==> src/rtl/wvb_reader.sv <==
`default_nettype none
// ============================================================================
// wvb_reader : pops one event header and streams the event's waveform words
//              with valid/ready through a 2-entry skid buffer.
// Optional feature macro: WVB_READER_CNT_EN adds the n_evts_read counter.
// Revision  : 1.0
// ============================================================================
module wvb_reader #(
    parameter int P_ADR_WIDTH  = 15,
    parameter int P_HDR_WIDTH  = 87,
    parameter int P_DATA_WIDTH = 22
) (
    input  logic                    clk,
    input  logic                    rst_n,
    input  logic [P_HDR_WIDTH-1:0]  hdr_data,
    input  logic                    hdr_empty,
    output logic                    hdr_rdreq,
    output logic [P_ADR_WIDTH-1:0]  wvb_rd_addr,
    input  logic [P_DATA_WIDTH-1:0] wvb_rd_data,
    output logic [P_DATA_WIDTH-1:0] dout,
    output logic                    dout_valid,
    input  logic                    dout_ready,
    output logic                    dout_sof,
    output logic                    dout_eof,
    output logic                    wvb_rddone,
`ifdef WVB_READER_CNT_EN
    output logic [31:0]             n_evts_read,
`endif
    output logic                    busy
);

    typedef enum logic [1:0] {
        S_IDLE  = 2'd0,
        S_READ  = 2'd1,
        S_DRAIN = 2'd2,
        S_DONE  = 2'd3
    } state_t;

    state_t                  state_q;
    logic [P_ADR_WIDTH-1:0]  addr_q;
    logic [P_ADR_WIDTH:0]    rem_q;
    logic                    first_q;
    logic                    pend_q;
    logic                    pend_sof_q;
    logic                    pend_eof_q;
    logic [1:0]              cnt_q;
    logic [P_DATA_WIDTH-1:0] hd_data_q;
    logic                    hd_sof_q;
    logic                    hd_eof_q;
    logic [P_DATA_WIDTH-1:0] tl_data_q;
    logic                    tl_sof_q;
    logic                    tl_eof_q;
    logic                    rddone_q;
    logic                    busy_q;

    logic [P_ADR_WIDTH-1:0]  start_d;
    logic [P_ADR_WIDTH-1:0]  stop_d;
    logic [P_ADR_WIDTH:0]    len_d;
    logic                    pop;
    logic                    issue;
    logic                    hdr_unused;

    assign stop_d  = hdr_data[P_ADR_WIDTH-1:0];
    assign start_d = hdr_data[2*P_ADR_WIDTH-1:P_ADR_WIDTH];
    // Extra bit keeps a full-buffer event (stop == start-1) from reading as 0.
    assign len_d   = {1'b0, stop_d - start_d} + (P_ADR_WIDTH+1)'(1);
    assign hdr_unused = ^hdr_data[P_HDR_WIDTH-1:2*P_ADR_WIDTH];

    assign dout_valid = (cnt_q != 2'd0);
    assign pop        = dout_valid && dout_ready;
    // Counting the same-cycle pop keeps full rate with only two skid slots.
    assign issue      = (state_q == S_READ) &&
                        ((({1'b0, cnt_q} + {2'b00, pend_q}) - {2'b00, pop}) < 3'd2);

    assign hdr_rdreq   = rst_n && (state_q == S_IDLE) && !hdr_empty;
    assign wvb_rd_addr = addr_q;
    assign dout        = hd_data_q;
    assign dout_sof    = hd_sof_q && dout_valid;
    assign dout_eof    = hd_eof_q && dout_valid;
    assign wvb_rddone  = rddone_q;
    assign busy        = busy_q;

    always_ff @(posedge clk) begin
        if (!rst_n) begin
            state_q    <= S_IDLE;
            addr_q     <= '0;
            rem_q      <= '0;
            first_q    <= 1'b0;
            pend_q     <= 1'b0;
            pend_sof_q <= 1'b0;
            pend_eof_q <= 1'b0;
            cnt_q      <= 2'd0;
            hd_data_q  <= '0;
            hd_sof_q   <= 1'b0;
            hd_eof_q   <= 1'b0;
            tl_data_q  <= '0;
            tl_sof_q   <= 1'b0;
            tl_eof_q   <= 1'b0;
            rddone_q   <= 1'b0;
            busy_q     <= 1'b0;
        end else begin
            rddone_q <= 1'b0;
            pend_q   <= issue;
            if (issue) begin
                pend_sof_q <= first_q;
                pend_eof_q <= (rem_q == (P_ADR_WIDTH+1)'(1));
                first_q    <= 1'b0;
                addr_q     <= addr_q + P_ADR_WIDTH'(1);
                rem_q      <= rem_q - (P_ADR_WIDTH+1)'(1);
            end

            // Skid FIFO: head drives dout, tail holds the word behind it.
            case ({pop, pend_q})
                2'b01: begin
                    if (cnt_q == 2'd0) begin
                        hd_data_q <= wvb_rd_data;
                        hd_sof_q  <= pend_sof_q;
                        hd_eof_q  <= pend_eof_q;
                    end else begin
                        tl_data_q <= wvb_rd_data;
                        tl_sof_q  <= pend_sof_q;
                        tl_eof_q  <= pend_eof_q;
                    end
                    cnt_q <= cnt_q + 2'd1;
                end
                2'b10: begin
                    hd_data_q <= tl_data_q;
                    hd_sof_q  <= tl_sof_q;
                    hd_eof_q  <= tl_eof_q;
                    cnt_q     <= cnt_q - 2'd1;
                end
                2'b11: begin
                    if (cnt_q == 2'd1) begin
                        hd_data_q <= wvb_rd_data;
                        hd_sof_q  <= pend_sof_q;
                        hd_eof_q  <= pend_eof_q;
                    end else begin
                        hd_data_q <= tl_data_q;
                        hd_sof_q  <= tl_sof_q;
                        hd_eof_q  <= tl_eof_q;
                        tl_data_q <= wvb_rd_data;
                        tl_sof_q  <= pend_sof_q;
                        tl_eof_q  <= pend_eof_q;
                    end
                end
                default: ;
            endcase

            case (state_q)
                S_IDLE: begin
                    if (!hdr_empty) begin
                        addr_q  <= start_d;
                        rem_q   <= len_d;
                        first_q <= 1'b1;
                        busy_q  <= 1'b1;
                        state_q <= S_READ;
                    end
                end
                S_READ: begin
                    if (issue && (rem_q == (P_ADR_WIDTH+1)'(1))) begin
                        state_q <= S_DRAIN;
                    end
                end
                S_DRAIN: begin
                    if (pop && hd_eof_q) begin
                        rddone_q <= 1'b1;
                        state_q  <= S_DONE;
                    end
                end
                S_DONE: begin
                    busy_q  <= 1'b0;
                    state_q <= S_IDLE;
                end
                default: state_q <= S_IDLE;
            endcase
        end
    end

`ifdef WVB_READER_CNT_EN
    logic [31:0] evt_cnt_q;

    always_ff @(posedge clk) begin
        if (!rst_n) begin
            evt_cnt_q <= 32'd0;
        end else if (rddone_q && (evt_cnt_q != 32'hFFFF_FFFF)) begin
            evt_cnt_q <= evt_cnt_q + 32'd1;
        end
    end

    assign n_evts_read = evt_cnt_q;
`endif

endmodule
`default_nettype wire

==> config.mk <==
export PLATFORM = sky130hd
export DESIGN_NAME = wvb_reader
export DESIGN_NICKNAME = d
export VERILOG_FILES = /design/src/rtl/wvb_reader.sv
export SDC_FILE = /design/constraint.sdc
export NUM_CORES = 1
export LEC_CHECK = 0
export CORE_MARGIN = 5
export CORE_UTILIZATION = 46
export DETAILED_ROUTE_END_ITERATION = 12
export MAX_ROUTING_LAYER = met4
export PLACE_DENSITY = 0.79
export SLEW_MARGIN = 20
export SYNTH_ARGS = -nofsm -noshare
export SYNTH_HDL_FRONTEND = slang
export SYNTH_SLANG_ARGS = --single-unit
==> constraint.sdc <==
create_clock -name clk -period 6.2 [get_ports clk]
set_input_delay 1.24 -clock clk [delete_from_list [all_inputs] [get_ports clk]]
set_output_delay 1.24 -clock clk [all_outputs]
set_load 0.02 [all_outputs]
Word-level counts from Yosys, hierarchy flattened
Index checks and enable logic that the tools add are counted.

storage, ports and cells
  bits in registers = 89
  input port bits = 113
  logic and storage cells = 95

cells by class
  add/sub/neg operators = 8
  $lt $le $gt $ge = 1
  equality and inequality tests = 14
  mux-type cells = 35
  reductions and logical operators = 21

operators by type and width
  kind                                                                   count
  22-bit two-way mux                                                     4
  22-bit case mux with 3 select lines                                    1
  16-bit two-way mux                                                     3
  15-bit two-way mux                                                     3
  22-bit case mux with 2 select lines                                    1
  15-bit by 1-bit adder with 16-bit output (second input constant)       1
  16-bit by 1-bit == test with 1-bit output (second input constant)      1
  16-bit by 1-bit subtractor with 16-bit output (second input constant)  1
  15-bit by 1-bit adder with 15-bit output (second input constant)       1
  15-bit subtractor                                                      1
  1-bit two-way mux                                                      13
  2-bit inequality test (second input constant)                          5
  2-bit == test (second input constant)                                  4
  1-bit logical AND                                                      8
  2-bit case mux with 4 select lines                                     1
  2-bit nonzero test                                                     4
  2-bit by 1-bit == test with 1-bit output (second input constant)       3
  2-bit two-way mux                                                      3
  1-bit case mux with 2 select lines                                     3
  1-bit case mux with 3 select lines                                     2
  2-bit AND reduction                                                    3
  3-bit AND reduction                                                    2
  2-bit zero test                                                        2
  2-bit case mux with 2 select lines                                     1
  other kinds (8)                                                        8

Depth between registers and ports, before layout
  depth in word-level cells = 8
  mapped depth = 14

Worst setup path before layout
No wires, ideal clock.

  path kind = in2reg
  start point = input dout_ready
  end point = register rem_q[8]
  setup time = 0.116 ns
  arrival time = 3.828 ns
  required time = 6.084 ns
  path slack = 2.256 ns
  cell stages on the path = 11
  path through = nor2b_1 ha_1 nor2_1 fa_1 nand3b_1 nor4b_1 nand2_1 or3_1 xor2_1 nand2_1 o211a_1

between the ends
  cells in the longest elaborated chain, start to end = 7

RTL lines
  what                                               line  RTL
  start: declaration                                 22    input logic dout_ready,
  1-bit logical AND (*)                              70    assign pop = dout_valid && dout_ready;
  3-bit by 1-bit subtractor with 3-bit output (*)    73    ((({1'b0, cnt_q} + {2'b00, pend_q}) - {2'b00, pop}) < 3'd2);
  3-bit by 2-bit < comparator with 1-bit output (*)  73
  1-bit logical AND (*)                              72    assign issue = (state_q == S_READ) &&
  16-bit two-way mux (*)                             104   if (issue) begin
  16-bit two-way mux                                 151   if (!hdr_empty) begin
  16-bit two-way mux (*)                             149   case (state_q)
  end signal: assignment                             109   rem_q <= rem_q - (P_ADR_WIDTH+1)'(1);
  end signal: assignment                             153   rem_q <= len_d;
  end: declaration                                   41    logic [P_ADR_WIDTH:0] rem_q;

Every way passes the cells marked *; elsewhere a longest branch is shown, timed or not.
A chain may end at the register's enable or synchronous reset.

Final worst setup path
  start point = input dout_ready
  end point = register rem_q[10]

The elaborated chain is that of the path after synthesis.

==> summary.txt <==
synth warn: 0
final core utilization: 0.5905
# DRC: 0
CP top delay family: simple AND/OR/NAND/NOR gates
Max VDD drop: 0.0002240 V
drt total wl: 12490 um
Syn Nets: 777
status: complete, no violations
post-CTS sizing: 0
worst-margin pin slew: 0.8361 ns
cell count after synthesis: 634
FFs w/ async S/R, synth: 0
Via-to-Cell Ratio: 5.493
Req. time, crit path: 6.46 ns
critical path arrival: 4.83 ns
Reg clk slew, reported paths: 0.09 ns
post-DP HPWL: 9347 um
Die Span X: 115.3 um
clk sinks: 89
Synth Flop Type: dfxtp_1
most frequent cells in the layout: clkdlybuf4s50_1, dfxtp_1, nand2_1
Row Count: 38
Antenna Violating Nets Remaining: 0
Worst setup EP type: flop
GPL Wtd Cong: 0.8770
H-tree lvl count: 3
DRT Pass-1 Iters: 4
grt peak-use layer: met2
Root Buffer: clkbuf_8
count of cell types in the netlist: 64
average size of a mapped cell: 8.042 um^2
WS Path Type: primary input to flop
met2 Track Usage GR: 0.3376
Skew-Pair Late Insertion Delay: 0.37 ns
Slowest Stage Delay on Critical Path: 0.53 ns
leading area contributor after synthesis: dfxtp_1
fin crit period: 4.574 ns
startpoint types: primary input
share of cells above drive strength 1: 0.04972
Crit Path Max Fanout: 12
RSZ-0062 raised after global routing: no
CP bufs+invs: 2
fmax: 218.6 MHz
DIE AREA: 13290 um^2
crit-path cells: clkdlybuf4s50_1, nor2b_1, ha_1, nor2_1, fa_1, nand3b_1, buf_4, nor4b_1, nand2_1, or3_1, xor2_1, nand2_1, o211a_1
HP Class: flop to flop
PD cells: 395.0 nW/um^2
final setup fails: 0
deepest clock path buffer count: 2
max-cap violations: 0
commonest non-fill, non-tap cell in the layout: clkdlybuf4s50_1
post-synthesis sequential area ratio: 0.3494
synthesized area: 5099 um^2
largest net degree at the start of global routing: 58
initial core utilization: 0.4703
global-route wire length before repair: 21190 um
cts bufs inserted: 9
residual overflow from global routing: 0
Die H: 115.3 um
top post-synthesis cells by area: dfxtp_1, ha_1, nand2_1
top cell type's share of synthesized area: 0.3494
vias in the first global route: 4650
area added between synthesis and finish: 25.55%
post-CTS setup repair buffer count: 0
CTS tree: built
Lkg Pwr: 2.467 nW
GRT Total Usage: 0.1977
initial DRC count: 386
global routing usage on met3: 0.05105
Slew Limit Fails: 0
PortBufs: 98
most frequent CP cell: nand2_1
antenna violations before repair: 0
hold_buf cts: 0
# IOs: 156
synthesis-stage register bit count: 89
Tcrit/Tclk final: 0.7378
max-slew headroom at the worst pin: 0.4426
vias after detailed routing: 4746
nets: 862
number of diodes: 0
core footprint: 10840 um^2
wire length per cell: 14.45 um
final hold vios: 0
final setup TNS: 0 ns
Max Clock Skew: 0.01534 ns
GR Util met1: 0.2323
slowest library cell on the worst path: nor4b_1
number of synthesized flops with an enable pin: 0
[tightest hold or removal path: stages (launching register included)]
cell and delay (ns):
dfxtp_1 0.32, nand2_1 0.05, a21oi_1 0.05
[cells in the mapped netlist (all sizes together) (4+ instances only)]
| cell type | instances |
|---|---|
| inv | 35 |
| xnor2 | 22 |
| nor3 | 35 |
| a21oi | 45 |
| nand4 | 6 |
| ha | 28 |
| and3 | 4 |
| nor2b | 5 |
| a221oi | 26 |
| nor4 | 4 |
| nand2 | 86 |
| or3 | 7 |
| dfxtp | 89 |
| nand3 | 11 |
| xor2 | 29 |
| and2 | 4 |
| clkbuf | 30 |
| a211oi | 23 |
| a21o | 8 |
| o21ai | 12 |
| nor2 | 74 |
[layout make-up]
class | instances | area [um^2]
fillers | 970 | 4439
well taps | 140 | 175.2
clock buffers | 9 | 123.9
clock inverters | 7 | 86.33
flip-flops and latches | 89 | 1782
multi-input cells | 478 | 3062
repair buffers | 106 | 1041
inverters | 35 | 131.4
[state kept, by name, indices dropped and copies added (netlist names), 2 cells and up]
signal       count
dout            22
tl_data_q       22
rem_q           16
wvb_rd_addr     15
cnt_q            2
state_q          2
[final timing paths]
check               start      endpoint  slack (ns)  cells after the start
min reg2reg  tl_data_q[9]  tl_data_q[9]        0.46                      2
max            dout_ready     rem_q[10]        1.63                     13
max reg2reg      cnt_q[0]     rem_q[10]        2.25                     14
min          tl_data_q[9]  tl_data_q[9]        0.46                      2
[power breakdown]
group	total (mW)	internal, mW	switching (mW)	leakage [nW]
clock network	0.421	0.194	0.227	0.107
logic	1.22	0.540	0.677	1.63
registers	0.890	0.757	0.133	0.730
total	2.53	1.49	1.04	2.47
[cells by family after synthesis]
family | count (synthesis) | share of synthesized area
compound gates | 141 | 0.1975
xor+xnor | 52 | 0.09202
fa+ha+maj | 30 | 0.07657
buf+inv | 67 | 0.05080
flops | 89 | 0.3494
mux | 3 | 0.005890
simple gates | 252 | 0.2277
[stage by stage]
stage / instance area, um^2 / std cells / power, mW / worst slack, ns / hold WS, ns
floorplan: 5099 / 634 / 1.688 / 2.256 / 0.4322
finish: 6401 / 864 / 2.528 / 1.626 / 0.4589
detailed placement: 6191 / 848 / 2.122 / 1.279 / 0.4473
global placement: 6191 / 848 / 2.080 / 1.314 / 0.4387
global route: 6401 / 864 / 2.724 / 1.232 / 0.4796
CTS: 6401 / 864 / 2.547 / 1.622 / 0.4608
[routing by layer]
| metal | share of wire | routed length (um) | vias up |
|---|---|---|---|
| met2 | 0.49 | 6085 | 143 |
| met1 | 0.43 | 5335 | 2186 |
| met4 | 0.012 | 155 | 0 |
| met3 | 0.073 | 909 | 17 |
| met5 | 0 | 0 | - |
| li1 | - | - | 2400 |
Note: power is estimated with default switching activity, not from simulation.
